`src/rtl/pc_seq_unit_pkg.sv`:
```
// Shared definitions for the fetch-stage PC sequencer: FSM encoding, default
// vectors and the alignment mask helper.
package pc_seq_unit_pkg;

  typedef enum logic [1:0] {
    ST_BOOT = 2'd0,
    ST_RUN  = 2'd1,
    ST_HALT = 2'd2
  } pc_state_t;

  localparam logic [31:0] DEF_RESET_VEC = 32'h0000_0000;
  localparam logic [31:0] DEF_TRAP_VEC  = 32'h0000_0100;

  // Mask of the low target bits that must be zero; zero bits gives an empty mask.
  function automatic logic [63:0] align_mask(input int bits);
    return (64'd1 << bits) - 64'd1;
  endfunction

endpackage

```
`src/rtl/pc_seq_unit_if.sv`:
```
// Bus between the PC sequencer (master) and the control/fetch side (slave).
// Handshake: a fetch address transfers on any rising clk edge where valid and
// ready are both high; while valid=1 and ready=0 the pc is held stable except
// when a trap or redirect flushes it.
interface pc_seq_unit_if #(
  parameter int XLEN = 32
);
  logic            ready;
  logic            redir_valid;
  logic [XLEN-1:0] redir_target;
  logic            trap;
  logic            halt;
  logic            resume;
  logic            valid;
  logic [XLEN-1:0] pc;
  logic [XLEN-1:0] pc_plus;
  logic            misalign;
  logic            halted;

  modport master (
    input  ready, redir_valid, redir_target, trap, halt, resume,
    output valid, pc, pc_plus, misalign, halted
  );

  modport slave (
    output ready, redir_valid, redir_target, trap, halt, resume,
    input  valid, pc, pc_plus, misalign, halted
  );
endinterface

```
`src/rtl/pc_incr.sv`:
```
// Combinational PC incrementer; wraps modulo 2^XLEN with no carry out.
module pc_incr #(
  parameter int XLEN = 32,
  parameter int STEP = 4
) (
  input  logic [XLEN-1:0] a,
  output logic [XLEN-1:0] sum
);
  assign sum = a + XLEN'(STEP);
endmodule

```
`src/rtl/pc_seq_unit.sv`:
```
// Fetch-stage program-counter sequencer: BOOT/RUN/HALT FSM, PC register,
// trap > redirect > halt > advance priority mux and redirect alignment check.
module pc_seq_unit
  import pc_seq_unit_pkg::*;
#(
  parameter int              XLEN       = 32,
  parameter int              STEP       = 4,
  parameter logic [XLEN-1:0] RESET_VEC  = XLEN'(DEF_RESET_VEC),
  parameter logic [XLEN-1:0] TRAP_VEC   = XLEN'(DEF_TRAP_VEC),
  parameter int              ALIGN_BITS = 2
) (
  input  logic               clk,
  input  logic               rst,
  pc_seq_unit_if.master      bus,
  output pc_state_t          state
);

  localparam logic [63:0]     MASK_WIDE  = align_mask(ALIGN_BITS);
  localparam logic [XLEN-1:0] ALIGN_MASK = MASK_WIDE[XLEN-1:0];

  logic [XLEN-1:0] pc_q;
  logic [XLEN-1:0] pc_next_seq;
  logic            valid_q;
  logic            misalign_q;
  logic            halted_q;
  logic            target_bad;

  pc_incr #(.XLEN(XLEN), .STEP(STEP)) u_incr (
    .a   (pc_q),
    .sum (pc_next_seq)
  );

  assign target_bad = |(bus.redir_target & ALIGN_MASK);

  always_ff @(posedge clk or posedge rst) begin
    if (rst) begin
      state      <= ST_BOOT;
      pc_q       <= RESET_VEC;
      valid_q    <= 1'b0;
      misalign_q <= 1'b0;
      halted_q   <= 1'b0;
    end else begin
      misalign_q <= 1'b0;
      case (state)
        ST_BOOT: begin
          state    <= ST_RUN;
          valid_q  <= 1'b1;
          halted_q <= 1'b0;
        end
        ST_RUN: begin
          if (bus.trap) begin
            pc_q <= TRAP_VEC;
          end else if (bus.redir_valid) begin
            if (target_bad) begin
              pc_q       <= TRAP_VEC;
              misalign_q <= 1'b1;
            end else begin
              pc_q <= bus.redir_target;
            end
          end else if (bus.halt) begin
            // The fetch offered in this cycle still completes before halting.
            if (bus.ready) pc_q <= pc_next_seq;
            state    <= ST_HALT;
            valid_q  <= 1'b0;
            halted_q <= 1'b1;
          end else if (bus.ready) begin
            pc_q <= pc_next_seq;
          end
        end
        ST_HALT: begin
          if (bus.trap) begin
            pc_q     <= TRAP_VEC;
            state    <= ST_RUN;
            valid_q  <= 1'b1;
            halted_q <= 1'b0;
          end else begin
            if (bus.redir_valid) begin
              if (target_bad) begin
                pc_q       <= TRAP_VEC;
                misalign_q <= 1'b1;
              end else begin
                pc_q <= bus.redir_target;
              end
            end
            if (bus.resume && !bus.halt) begin
              state    <= ST_RUN;
              valid_q  <= 1'b1;
              halted_q <= 1'b0;
            end
          end
        end
        default: begin
          state    <= ST_BOOT;
          valid_q  <= 1'b0;
          halted_q <= 1'b0;
        end
      endcase
    end
  end

  assign bus.pc       = pc_q;
  assign bus.pc_plus  = pc_next_seq;
  assign bus.valid    = valid_q;
  assign bus.misalign = misalign_q;
  assign bus.halted   = halted_q;

endmodule

```
`src/flat_wrapper.sv`:
```
// flat-port wrapper written by rule: the top's interface ports become plain ports
module pc_seq_unit_flat import pc_seq_unit_pkg::*;
#(
  parameter int              XLEN       = 32,
  parameter int              STEP       = 4,
  parameter logic [XLEN-1:0] RESET_VEC  = XLEN'(DEF_RESET_VEC),
  parameter logic [XLEN-1:0] TRAP_VEC   = XLEN'(DEF_TRAP_VEC),
  parameter int              ALIGN_BITS = 2
)
  (clk, rst, state, bus_ready, bus_redir_valid, bus_redir_target, bus_trap, bus_halt, bus_resume, bus_valid, bus_pc, bus_pc_plus, bus_misalign, bus_halted);
  pc_seq_unit_if #(.XLEN(XLEN)) bus_i ();
  input  logic clk;
  input  logic rst;
  output pc_state_t state;
  input wire logic [$bits(bus_i.ready)-1:0] bus_ready;
  input wire logic [$bits(bus_i.redir_valid)-1:0] bus_redir_valid;
  input wire logic [$bits(bus_i.redir_target)-1:0] bus_redir_target;
  input wire logic [$bits(bus_i.trap)-1:0] bus_trap;
  input wire logic [$bits(bus_i.halt)-1:0] bus_halt;
  input wire logic [$bits(bus_i.resume)-1:0] bus_resume;
  output wire logic [$bits(bus_i.valid)-1:0] bus_valid;
  output wire logic [$bits(bus_i.pc)-1:0] bus_pc;
  output wire logic [$bits(bus_i.pc_plus)-1:0] bus_pc_plus;
  output wire logic [$bits(bus_i.misalign)-1:0] bus_misalign;
  output wire logic [$bits(bus_i.halted)-1:0] bus_halted;
  assign bus_i.ready = bus_ready;
  assign bus_i.redir_valid = bus_redir_valid;
  assign bus_i.redir_target = bus_redir_target;
  assign bus_i.trap = bus_trap;
  assign bus_i.halt = bus_halt;
  assign bus_i.resume = bus_resume;
  assign bus_valid = bus_i.valid;
  assign bus_pc = bus_i.pc;
  assign bus_pc_plus = bus_i.pc_plus;
  assign bus_misalign = bus_i.misalign;
  assign bus_halted = bus_i.halted;
  pc_seq_unit #(.XLEN(XLEN), .STEP(STEP), .RESET_VEC(RESET_VEC), .TRAP_VEC(TRAP_VEC), .ALIGN_BITS(ALIGN_BITS)) u_core (.clk(clk), .rst(rst), .bus(bus_i), .state(state));
endmodule
```
`config.mk`:
```
export PLATFORM = sky130hd
export DESIGN_NAME = pc_seq_unit_flat
export DESIGN_NICKNAME = d
export VERILOG_FILES = /design/src/rtl/pc_seq_unit_pkg.sv /design/src/rtl/pc_seq_unit_if.sv /design/src/rtl/pc_incr.sv /design/src/rtl/pc_seq_unit.sv /design/src/flat_wrapper.sv
export SDC_FILE = /design/constraint.sdc
export NUM_CORES = 1
export LEC_CHECK = 0
export ABC_AREA = 1
export BUFFER_PORTS_ARGS = -buffer_cell sky130_fd_sc_hd__buf_2
export CORE_UTILIZATION = 50
export CTS_CLUSTER_SIZE = 30
export DETAILED_ROUTE_END_ITERATION = 7
export MAX_ROUTING_LAYER = met4
export PLACE_DENSITY = 0.81
export SYNTH_ARGS = -nofsm -noshare
export SYNTH_HDL_FRONTEND = slang
export SYNTH_SLANG_ARGS = --single-unit
```
`constraint.sdc`:
```
create_clock -name clk -period 1.85 [get_ports clk]
set_input_delay 0.4625 -clock clk [delete_from_list [all_inputs] [get_ports clk]]
set_output_delay 0.4625 -clock clk [all_outputs]
set_load 0.03 [all_outputs]
```
# Word-level counts from Yosys, hierarchy flattened
# Cells that the tools add are included.
# classes
addsub	1
n_eq_ne	8
mux	29
n_reduce_logical	8
# ops
op	count
32-bit 2-to-1 mux	6
32-bit case mux with 2 select lines	1
32-bit by 3-bit adder with 32-bit output (second input constant)	1
1-bit 2-to-1 mux	14
2-bit 2-to-1 mux	5
2-bit != test (second input constant)	3
2-bit case mux with 3 select lines	1
4-bit != test (second input constant)	1
4-bit AND reduction	1
2-bit OR reduction	2
3-bit by 2-bit != test with 1-bit output (second input constant)	1
3-bit != test (second input constant)	1
1-bit case mux with 3 select lines	1
3-bit AND reduction	1
2-bit by 1-bit == test with 1-bit output (second input constant)	1
2-bit == test (second input constant)	1
2-bit zero test	1
1-bit case mux with 2 select lines	1
2-bit nonzero test	1
1-bit logical AND	1
1-bit zero test	1
# word_totals
ff_bits	37
in_bits	39
output_inout_bits	69
elab_cells	51

# Depth between registers and ports, before layout
# Gate-level depths: netlist of the first run.
# depth
ltp_word	5
ltp_mapped	10
mapped_depth_nobuf	10

# Modules after synthesis
# A second synthesis of the first run with hierarchy kept.
# hier_totals
cells_unflattened	549
area_unflattened_um2	3176.8
# by_module_without_submodules
mod	n_inst	cells_each	area_each_um2	seq_area_each_um2
pc_seq_unit	1	372	2267.2	900.9
pc_incr	1	177	909.6	0.0

# Least setup slack after synthesis of the first run
# Ideal clock, no wire load.
# synth_path
kind	flip-flop to output port
from	register u_core.pc_q[2] (netlist: u_core.bus.pc[2])
to	output port bus_pc_plus[13]
arrival_ns	1.780
t_required_ns	1.387
slack_ns	-0.393
stages_incl_launch_ff	6
path_buffers	0
path_cell_list	dfrtp_1 -> inv_1 -> nor2_1 -> nand2_1 -> nor2_2 -> xor2_1
# synth_between
elab_chain_len	1
# synth_lines
item	line_no	rtl
start: declaration	pc_seq_unit.sv:21	logic [XLEN-1:0] pc_q;
start signal: assignment	pc_seq_unit.sv:58	pc_q <= bus.redir_target;
start signal: assignment	pc_seq_unit.sv:62	if (bus.ready) pc_q <= pc_next_seq;
start signal: assignment	pc_seq_unit.sv:67	pc_q <= pc_next_seq;
32-bit by 3-bit adder with 32-bit output	pc_incr.sv:9	assign sum = a + XLEN'(STEP);
end: declaration	flat_wrapper.sv:23	output wire logic [$bits(bus_i.pc_plus)-1:0] bus_pc_plus;
# Every way passes these cells.

# Worst setup path after layout of the first run
# layout_path
from	register u_core.pc_q[12] (netlist: u_core.bus.pc[12])
to	output port bus_pc_plus[26]
# Same word-level chain as after synthesis.

==> flow_summary.ini, run 1 <==
[worst_setup_path]
crit_arrival_ps = 1860
endpoint_kind = output pin
required_ps = 1390
crit_type = reg -> out
cp-start-kind = register
critPathMaxFanout = 4

[synth]
avgSynthCellArea_sq_um = 6.59
syn-num-nets = 473
yosys.cell_types.count = 33
synth.top_cell.area_share = 0.318
synth_top_area_cell = dfrtp_1
yosysSeqAreaShare = 0.318
yosysWarnings = 0
synth_seq_cells = 36
netlist_instances = 429
syn_area_sq_um = 2830
netlist_top_cells_area = dfrtp_1 (32%), nand2_1 (16%), nor2_1 (8.9%), a21oi_1 (8.3%), inv_1 (4.8%)

[global_route]
track_usage = 0.382
grt_max_degree = 37
overflow = 0
grt_pass1_wl_microns = 17300
antenna_found_initial = 0
grt_pass1_vias = 3656

[finish]
n_antenna_cell = 0
syn2layout_area_growth_pct = 67.7
post-route-util = 0.867
fillers = 299
multiInputGateArea_sq_um = 2120
regArea_sq_um = 923
layout-drive-gt1-share = 0.504
fin_nets = 644

[cts]
cts_hold_buf = 0
clkLatencyLatePin_ps = 310
cts_tree = done
cts-root-buf = clkbuf_8
clockBufferDepth = 2
clkSinkCount = 36
h-tree-depth = 2
path_clk_slew_ps = 80
numCtsBuffers = 5

[place]
io_buffer_count = 107
dp_hpwl_microns = 7080
finalWeightedCongestion = 0.939

[timing]
finalSetupViolCount = 28
final_max_slew_viol_count = 0
max_freq_mhz = 430
skew_ps = 19.1
final-hold-violation-count = 0
worst_slack_ps = -473
max_slew.worst_pin.slew_ps = 502
grt_setup_unrepaired = yes
post-route-period-util = 1.26
period_minus_slack_ps = 2320
maxSlewHeadroom = 0.665

[floorplan]
fp.dieW_microns = 77.2
rows = 27
dieArea_sq_um = 5960
io_pins = 108
start_util = 0.517
core_region_area_sq_um = 5470
die_h_microns = 77.2

[pwr]
switchingPower_uw = 4990
p_clk_frac = 0.087
peakVddDrop_v = 0.00145
comb_power_share = 0.729
swShare = 0.540
powerDensity_nw_per_um2 = 1950
finalPower_uw = 9240
p_leak_uw = 0.00226
seq_power_share = 0.184
internal_power_uw = 4250

[routing]
ant_nets = 0
drt_first_pass_iters = 6
post_drt_wl_per_cell_microns = 18.1
drt_drc_violations_left = 0
drtIter0Drc = 423
vias = 3917
drt-total-wl_microns = 12200
viasPerCell = 5.82

[min_path]
hp-class = in -> async

[run_status]
outcome = finished with violations
violations = negative setup slack

[run]
drv_cap = 0
==> cell usage after synthesis <==
cell type and instances:
dfrtp_1 36, or2_2 1, nor2_2 6, nand3_2 2
a21o_1 1, nor2_4 8, nand2_1 122, nor4_1 1
nand2_4 1, buf_2 8, clkbuf_1 2, nand2_2 5
nand3b_1 4, nand4_1 4, nor2_1 67, nor3b_1 1
ha_1 5, nor3_1 2, o211ai_1 1, buf_4 5
xor2_2 4, and2_1 2, inv_1 36, xnor2_1 3
a31oi_1 2, a22oi_1 2, inv_2 3, o21a_1 1
xor2_1 7, clkinv_1 1, a21oi_1 47, o21ai_0 14
nand3_1 25
==> power groups by stage <==
stage	logic (uW)	clock network (uW)	registers, uW
floorplan	2880	0	2360
global placement	5350	0	1620
CTS	6060	791	1620
global route	7150	825	1730
detailed placement	5460	0	1630
finish	6740	801	1700
==> cell usage in the layout, fill, tap and decap left out, types with 2 or more instances in the layout <==
cell / Yosys / final
nand4_1: 4 / 4
dfrtp_2: 0 / 18
nand3_2: 2 / 10
nor2_4: 8 / 17
o21ai_0: 14 / 13
a21oi_2: 0 / 2
dfrtp_1: 36 / 18
a22oi_1: 2 / 2
nor2_1: 67 / 56
inv_2: 3 / 11
nor2_2: 6 / 8
nand3_1: 25 / 16
clkbuf_8: 0 / 7
xnor2_4: 0 / 3
nand2_2: 5 / 22
a31oi_1: 2 / 2
nand2_4: 1 / 7
nor3_1: 2 / 2
ha_1: 5 / 3
a21oi_1: 47 / 45
buf_2: 8 / 79
nand3b_1: 4 / 4
xor2_4: 0 / 6
nand2_1: 122 / 99
buf_12: 0 / 4
inv_1: 36 / 28
buf_6: 0 / 32
buf_4: 5 / 61
xor2_2: 4 / 4
ha_4: 0 / 2
==> what timing repair did <==
action,4_1_cts,5_1_grt
resized for setup,95,38
hold endpoints to repair,0,0
buffers inserted,7,9
gates cloned,0,2
setup endpoints to repair,30,54
pin swaps,19,24
==> layer usage <==
| layer | part of all wire | vias to the layer above | GRT usage |
|---|---|---|---|
| li1 | - | 1699 | - |
| met1 | 0.36 | 1845 | 0.451 |
| met2 | 0.49 | 292 | 0.635 |
| met3 | 0.10 | 81 | 0.0714 |
| met4 | 0.049 | 0 | 0.162 |
| met5 | 0 | - | - |
==> per-stage QoR <==
step	worst slack, ps	area, sq um	hold WS (ps)	setup TNS, ps	std cells
CTS	-433	4490	281	-8060	662
finish	-473	4740	270	-9410	673
detailed placement	-176	3970	512	-1670	647
global route	-577	4740	327	-11100	673
global placement	-136	3970	489	-1070	647
floorplan	-127	2990	535	-1260	429
==> cell families (layout without fill, tap and decap cells) <==
family / count (synthesis) / in the layout / share of synthesized area
flip-flops: 36 / 36 / 0.318
AND/OR/NAND/NOR: 251 / 251 / 0.397
AO/OA/AOI/OAI: 68 / 68 / 0.126
buffers and inverters: 55 / 227 / 0.0832
XOR/XNOR: 14 / 14 / 0.0540
adder cells (fa/ha/maj): 5 / 5 / 0.0221
==> worst paths after layout <==
path                                     start                end  slack (ps)  cells past startpoint
min                                        rst  u_core.bus.pc[12]         270                      3
max reg2reg                  u_core.bus.pc[27]  u_core.bus.pc[30]          10                     11
max                          u_core.bus.pc[12]    bus_pc_plus[26]        -470                      9
min reg2reg                  u_core.bus.halted  u_core.bus.halted         530                      2
min in group clk           bus_redir_target[8]   u_core.bus.pc[8]         400                      3
max in group asynchronous                  rst  u_core.bus.pc[20]        1190                      3
==> state kept, by name (all words and copies together) (netlist names) <==
register / cells
u_core.bus.halted: 1
u_core.bus.misalign: 1
u_core.bus.pc: 32
u_core.state: 2
==> final cells by class <==
cell class | count | area share
Timing Repair Buffer | 178 | 0.280
Tap cell | 72 | 0.0190
Timing Repair inverter | 1 | 0.00158
Sequential cell | 36 | 0.195
Inverter | 40 | 0.0317
Clock buffer | 7 | 0.0203
Clock inverter | 1 | 0.00633
Multi-Input combinational cell | 338 | 0.447
==> worst max-delay path: stages (launching register included) <==
cell and delay, ps:
dfrtp_2 410, nand2_1 130, nor2_2 210, nand2_2 120, nor2_4 180, buf_12 150
nand3_2 80, nand2_1 90, nand2_2 70, buf_6 130
No activity file was read; power rests on OpenSTA's default activity.
==> inputs of run 2 (changes only) <==
Settings changed: BUFFER_PORTS_ARGS -buffer_cell sky130_fd_sc_hd__buf_2 to not set, CORE_UTILIZATION 50 to 69, DONT_BUFFER_PORTS set to 1, PLACE_DENSITY 0.81 to 0.85.
Clock period 1.85 ns to 2.7 ns, I/O delays scaled along.
==> run 2 against run 1 <==
  * The run now ends clean
  * Core utilization down 2.3 points
  * Register-to-register slack improved by 540 ps
  * Global-route usage decreased by 0.69 points
  * Critical path depth fell by 3
  * Design area is 32% lower
  * Power is 49% lower
  * Count of clock-buffer cells in the layout rose by 1
  * Clock power decreased by 48%
==> flow_summary.ini, run 2 (synthesis gave the netlist of run 1 again) <==
[place]
dp_hpwl_microns = 5800
dp_slack_ps = 406
io_buffer_count = 0
finalWeightedCongestion = 0.911

[worst_setup_path]
cpMaxStageDelayCell = dfrtp_1
max_stage_delay_ps = 430
path_delay_family = simple AND/OR/NAND/NOR gates
critPathMaxFanout = 5
crit_arrival_ps = 1930
cp-start-kind = register
path_cells = ha_2 -> nand2_1 -> nor2_2 -> nand2_2 -> nor2_4 -> xor2_2
required_ps = 2030
critical_path_buf_inv_count = 0
endpoint_kind = output pin
crit_type = reg -> out

[finish]
layout_commonest_cell = nand2_1
syn2layout_area_growth_pct = 13.4
layout-drive-gt1-share = 0.179
fin_nets = 502
n_antenna_cell = 0
final_cell_mix = nand2_1 (118), nor2_1 (65), a21oi_1 (47)
largest_reg_flops = 32

[routing]
vias = 3031
post_drt_wl_per_cell_microns = 15.9
drt-total-wl_microns = 8070
viasPerCell = 5.98
drt_drc_violations_left = 0
drtIter0Drc = 203
ant_nets = 0
drt_first_pass_iters = 5

[timing]
maxSlewHeadroom = 0.511
max_freq_mhz = 384
grt_setup_unrepaired = yes
post-route-period-util = 0.965
max_slew.worst_pin.slew_ps = 731
fin_setup_tns_ps = 0
skew_ps = 6.71
finalSetupViolCount = 0
final_max_slew_viol_count = 0
period_minus_slack_ps = 2600
whs_ps = 379
worst_slack_ps = 95.7
final-hold-violation-count = 0

[pwr]
switchingPower_uw = 2780
comb_power_share = 0.645
p_leak_uw = 0.00146
powerDensity_nw_per_um2 = 1460
peakVddDrop_v = 0.00110
swShare = 0.595
seq_power_share = 0.266
p_clk_frac = 0.089
internal_power_uw = 1890

[floorplan]
io_pins = 108
start_util = 0.745
core_region_area_sq_um = 3800
rows = 22
dieArea_sq_um = 4360
fp.dieW_microns = 66.0
die_h_microns = 66.0

[cts]
clkLatencyLatePin_ps = 300
cts_tree = done
numCtsBuffers = 5
path_clk_slew_ps = 80
h-tree-depth = 2
clkSinkCount = 36
cts-root-buf = clkbuf_8
clockBufferDepth = 2
cts_hold_buf = 0

[global_route]
grt_pass1_wl_microns = 11900
grt_pass1_vias = 2582
grt_max_degree = 37
antenna_found_initial = 0
overflow = 0
track_usage = 0.375

[run_status]
outcome = finished clean

[run]
drv_cap = 0

[min_path]
hp-class = in -> async
-- run 2: cell types whose count changed in the layout (fill, tap and decap cells not counted), moves of 9 or more --
cell,change
nand2_2,-13
buf_6,-32
buf_4,-24
buf_2,-79
nand2_1,+19
nor2_1,+9
dfrtp_2,-18
dfrtp_1,+18
nor2_4,-9
-- run 2: area by class of cell --
cell class              count  area [sq um]
clock buffers               8          90.1
flip-flops and latches     36           901
repair buffers             37           278
multi-input cells         338          1730
inverters                  40           150
well taps                  48          60.1
fillers                   255           592
-- run 2: worst reg2reg max path, stage by stage, from the launching register on --
cell and delay [ps]:
dfrtp_1 540, ha_1 270, inv_1 80, nor2_1 260, inv_1 310, a21oi_1 250, nor2_1 130, o21ai_0 80
o21ai_0 100
-- run 2: per-stage QoR --
stage | std cells | total power [uW] | util | instance area [sq um]
after CTS | 507 | 4600 | 0.835 | 3170
after global placement | 499 | 4090 | 0.811 | 3080
after global routing | 507 | 4950 | 0.844 | 3210
after detailed placement | 499 | 4170 | 0.811 | 3080
after floorplan | 429 | 3430 | - | 2830
final | 507 | 4670 | 0.844 | 3210
-- run 2: final timing paths --
check	slack [ps]	startpoint	cells after the start	end
setup reg to reg	550	u_core.state[1]	8	u_core.state[0]
hold reg to reg	620	u_core.state[0]	2	u_core.state[0]
setup / recovery	100	u_core.bus.pc[2]	6	bus_pc_plus[18]
hold / removal	380	rst	2	u_core.bus.pc[0]
min in group clk	440	bus_trap	1	u_core.bus.misalign
max in group asynchronous	1990	rst	2	u_core.bus.pc[24]
-- run 2: timing repair --
item / CTS / global route
endpoints found under the hold margin: 0 / 0
resized for setup: 0 / 10
endpoints found under the setup margin: 0 / 9
setup buffers: 0 / 0
-- run 2: routing by layer --
metal  global-route usage  vias up  routed length (microns)
li1                     -     1424                        -
met1                0.477     1404                     3140
met2                0.601      186                     3940
met3               0.0948       17                      872
met4               0.0904        0                      114
met5                    -        -                        0
-- run 2: power groups by stage --
stage                     Sequential [uW]  Combinational [uW]  Clock (uW)
after floorplan                      1560                1880           0
after global placement               1220                2870           0
after detailed placement             1230                2940           0
after CTS                            1230                2960         408
after global routing                 1270                3250         431
final                                1240                3010         414
==> inputs of run 3 (changes only) <==
Settings changed: CORE_UTILIZATION 69 to 58, GPL_TIMING_DRIVEN set to 0, PLACE_DENSITY 0.85 to 0.76.
Clock period 2.7 ns to 2.2 ns, I/O delays scaled along.
==> run 3 against run 2 <==
  * The run now ends with negative setup slack left
  * Count of clock-buffer cells in the layout decreased by 2
  * Critical endpoint is now bus_pc_plus[17]
  * Combinational power rose by 12%
  * Register-to-register slack got worse by 470 ps
  * Worst setup slack worse by 490 ps
  * Sequential share of layout area is 3.2 points lower
  * Critical path type unchanged
  * Cell count grew 2.8%
==> flow_summary.ini, run 3 (synthesis gave the netlist of run 1 again) <==
[worst_setup_path]
cp-endpoint = bus_pc_plus[17]
r2r_slack_ps = 80
crit_arrival_ps = 2040
critPathMaxFanout = 6
worstReg2RegStart = u_core.state[0]
crit_type = reg -> out
cp-start-kind = register
startpoint = u_core.bus.pc[2]
r2r_end = u_core.bus.pc[12]
required_ps = 1650
endpoint_kind = output pin
ff2ff_path_depth = 8

[routing]
drt_first_pass_iters = 5
drtIter0Drc = 308
ant_nets = 0
vias = 3144
drt_drc_violations_left = 0
drt-total-wl_microns = 9640
viasPerCell = 6.03
post_drt_wl_per_cell_microns = 18.5

[cts]
clockBufferDepth = 2
clkLatencyLatePin_ps = 300
h-tree-depth = 2
cts-root-buf = clkbuf_8
cts_hold_buf = 0
path_clk_slew_ps = 80
cts_tree = done
numCtsBuffers = 5
clkSinkCount = 36

[run]
drv_cap = 0

[global_route]
overflow = 0
antenna_found_initial = 0
grt_pass1_wl_microns = 13800
track_usage = 0.363
grt_max_degree = 37
grt_pass1_vias = 2872

[timing]
max_freq_mhz = 386
skew_ps = 5.09
finalSetupViolCount = 25
max_slew.worst_pin.slew_ps = 821
post-route-period-util = 1.18
worst_slack_ps = -390
period_minus_slack_ps = 2590
final_max_slew_viol_count = 0
final-hold-violation-count = 0
whs_ps = 291
maxSlewHeadroom = 0.452
grt_setup_unrepaired = yes
fin_setup_tns_ps = -5790

[pwr]
p_clk_frac = 0.084
swShare = 0.617
peakVddDrop_v = 0.000981
switchingPower_uw = 3780
comb_power_share = 0.549
powerDensity_nw_per_um2 = 1630
internal_power_uw = 2350
p_leak_uw = 0.00153
seq_power_share = 0.366
finalPower_uw = 6130

[min_path]
hp-class = in -> async

[finish]
multiInputGateArea_sq_um = 2210
n_antenna_cell = 0
layout_commonest_cell = nand2_1
syn2layout_area_growth_pct = 33.0
regArea_sq_um = 937
fillers = 296
layout-drive-gt1-share = 0.352
final_cell_mix = nand2_1 (98), nor2_1 (55), a21oi_1 (46)
fin_nets = 497
largest_reg_flops = 32

[place]
finalWeightedCongestion = 0.998
dp_hpwl_microns = 6210
dp_slack_ps = -209
io_buffer_count = 0

[floorplan]
die_h_microns = 71.8
core_region_area_sq_um = 4720
fp.dieW_microns = 71.8
start_util = 0.599
dieArea_sq_um = 5160
io_pins = 108
rows = 25

[run_status]
outcome = finished with violations
violations = negative setup slack
==> run 3: cell count changes in the layout (fill, tap and decap cells not counted), sizes merged <==
cell,change
inv,-1
clkinv,+1
clkinvlp,+2
clkbuf,-1
buf,-6
==> run 3: timing repair <==
action                     4_1_cts  5_1_grt
pin swaps                       19       24
resized for setup               94       46
setup endpoints to repair       31       43
setup buffers                    6       13
==> run 3: critical path: stages, from the launching register on <==
cell	delay, ps
dfrtp_2	560
clkinvlp_4	300
nor2_4	160
nand2_4	90
nor2_4	210
buf_12	140
xor2_4	270
==> run 3: metrics by stage <==
| stage | instance area [sq um] | util | std cells |
|---|---|---|---|
| CTS | 3470 | 0.735 | 510 |
| global placement | 2940 | 0.622 | 496 |
| detailed placement | 2940 | 0.622 | 496 |
| global route | 3760 | 0.796 | 521 |
| floorplan | 2850 | - | 429 |
| finish | 3760 | 0.796 | 521 |
==> run 3: routing by layer <==
metal	part of all wire	vias up	GRT usage	wire (microns)
met1	0.38	1475	0.458	3690
met5	0	-	-	0
met3	0.093	39	0.0661	894
li1	-	1412	-	-
met2	0.49	218	0.601	4730
met4	0.033	0	0.102	320
==> run 3: power by group through the flow <==
stage	clock network (uW)	registers, uW	logic [uW]
finish	517	2240	3370
global route	533	2300	3640
CTS	513	2180	3120
detailed placement	0	2060	2790
global placement	0	2050	2730
floorplan	0	1930	2310
==> run 3: how the worst min path moves through the flow <==
| stage | end | from | cells after the start | slack [ps] |
|---|---|---|---|---|
| 2_1_floorplan | u_core.bus.misalign | bus_trap | 1 | 620 |
| 3_3_place_gp | u_core.bus.misalign | bus_trap | 1 | 630 |
| 3_5_place_dp | u_core.bus.pc[4] | rst | 1 | 620 |
| 4_1_cts | u_core.bus.pc[1] | rst | 1 | 310 |
| 5_1_grt | u_core.bus.misalign | bus_trap | 1 | 330 |
| 6_report | u_core.bus.pc[17] | rst | 1 | 290 |
==> run 3: area by class of cell <==
class / count / share of cell area
buffer: 15 / 0.0230
clock buffer: 6 / 0.0220
clock inverter: 2 / 0.00266
inverter: 40 / 0.0419
multi-input combinational: 338 / 0.588
sequential: 36 / 0.249
tap: 67 / 0.0223
timing repair buffer: 17 / 0.0512
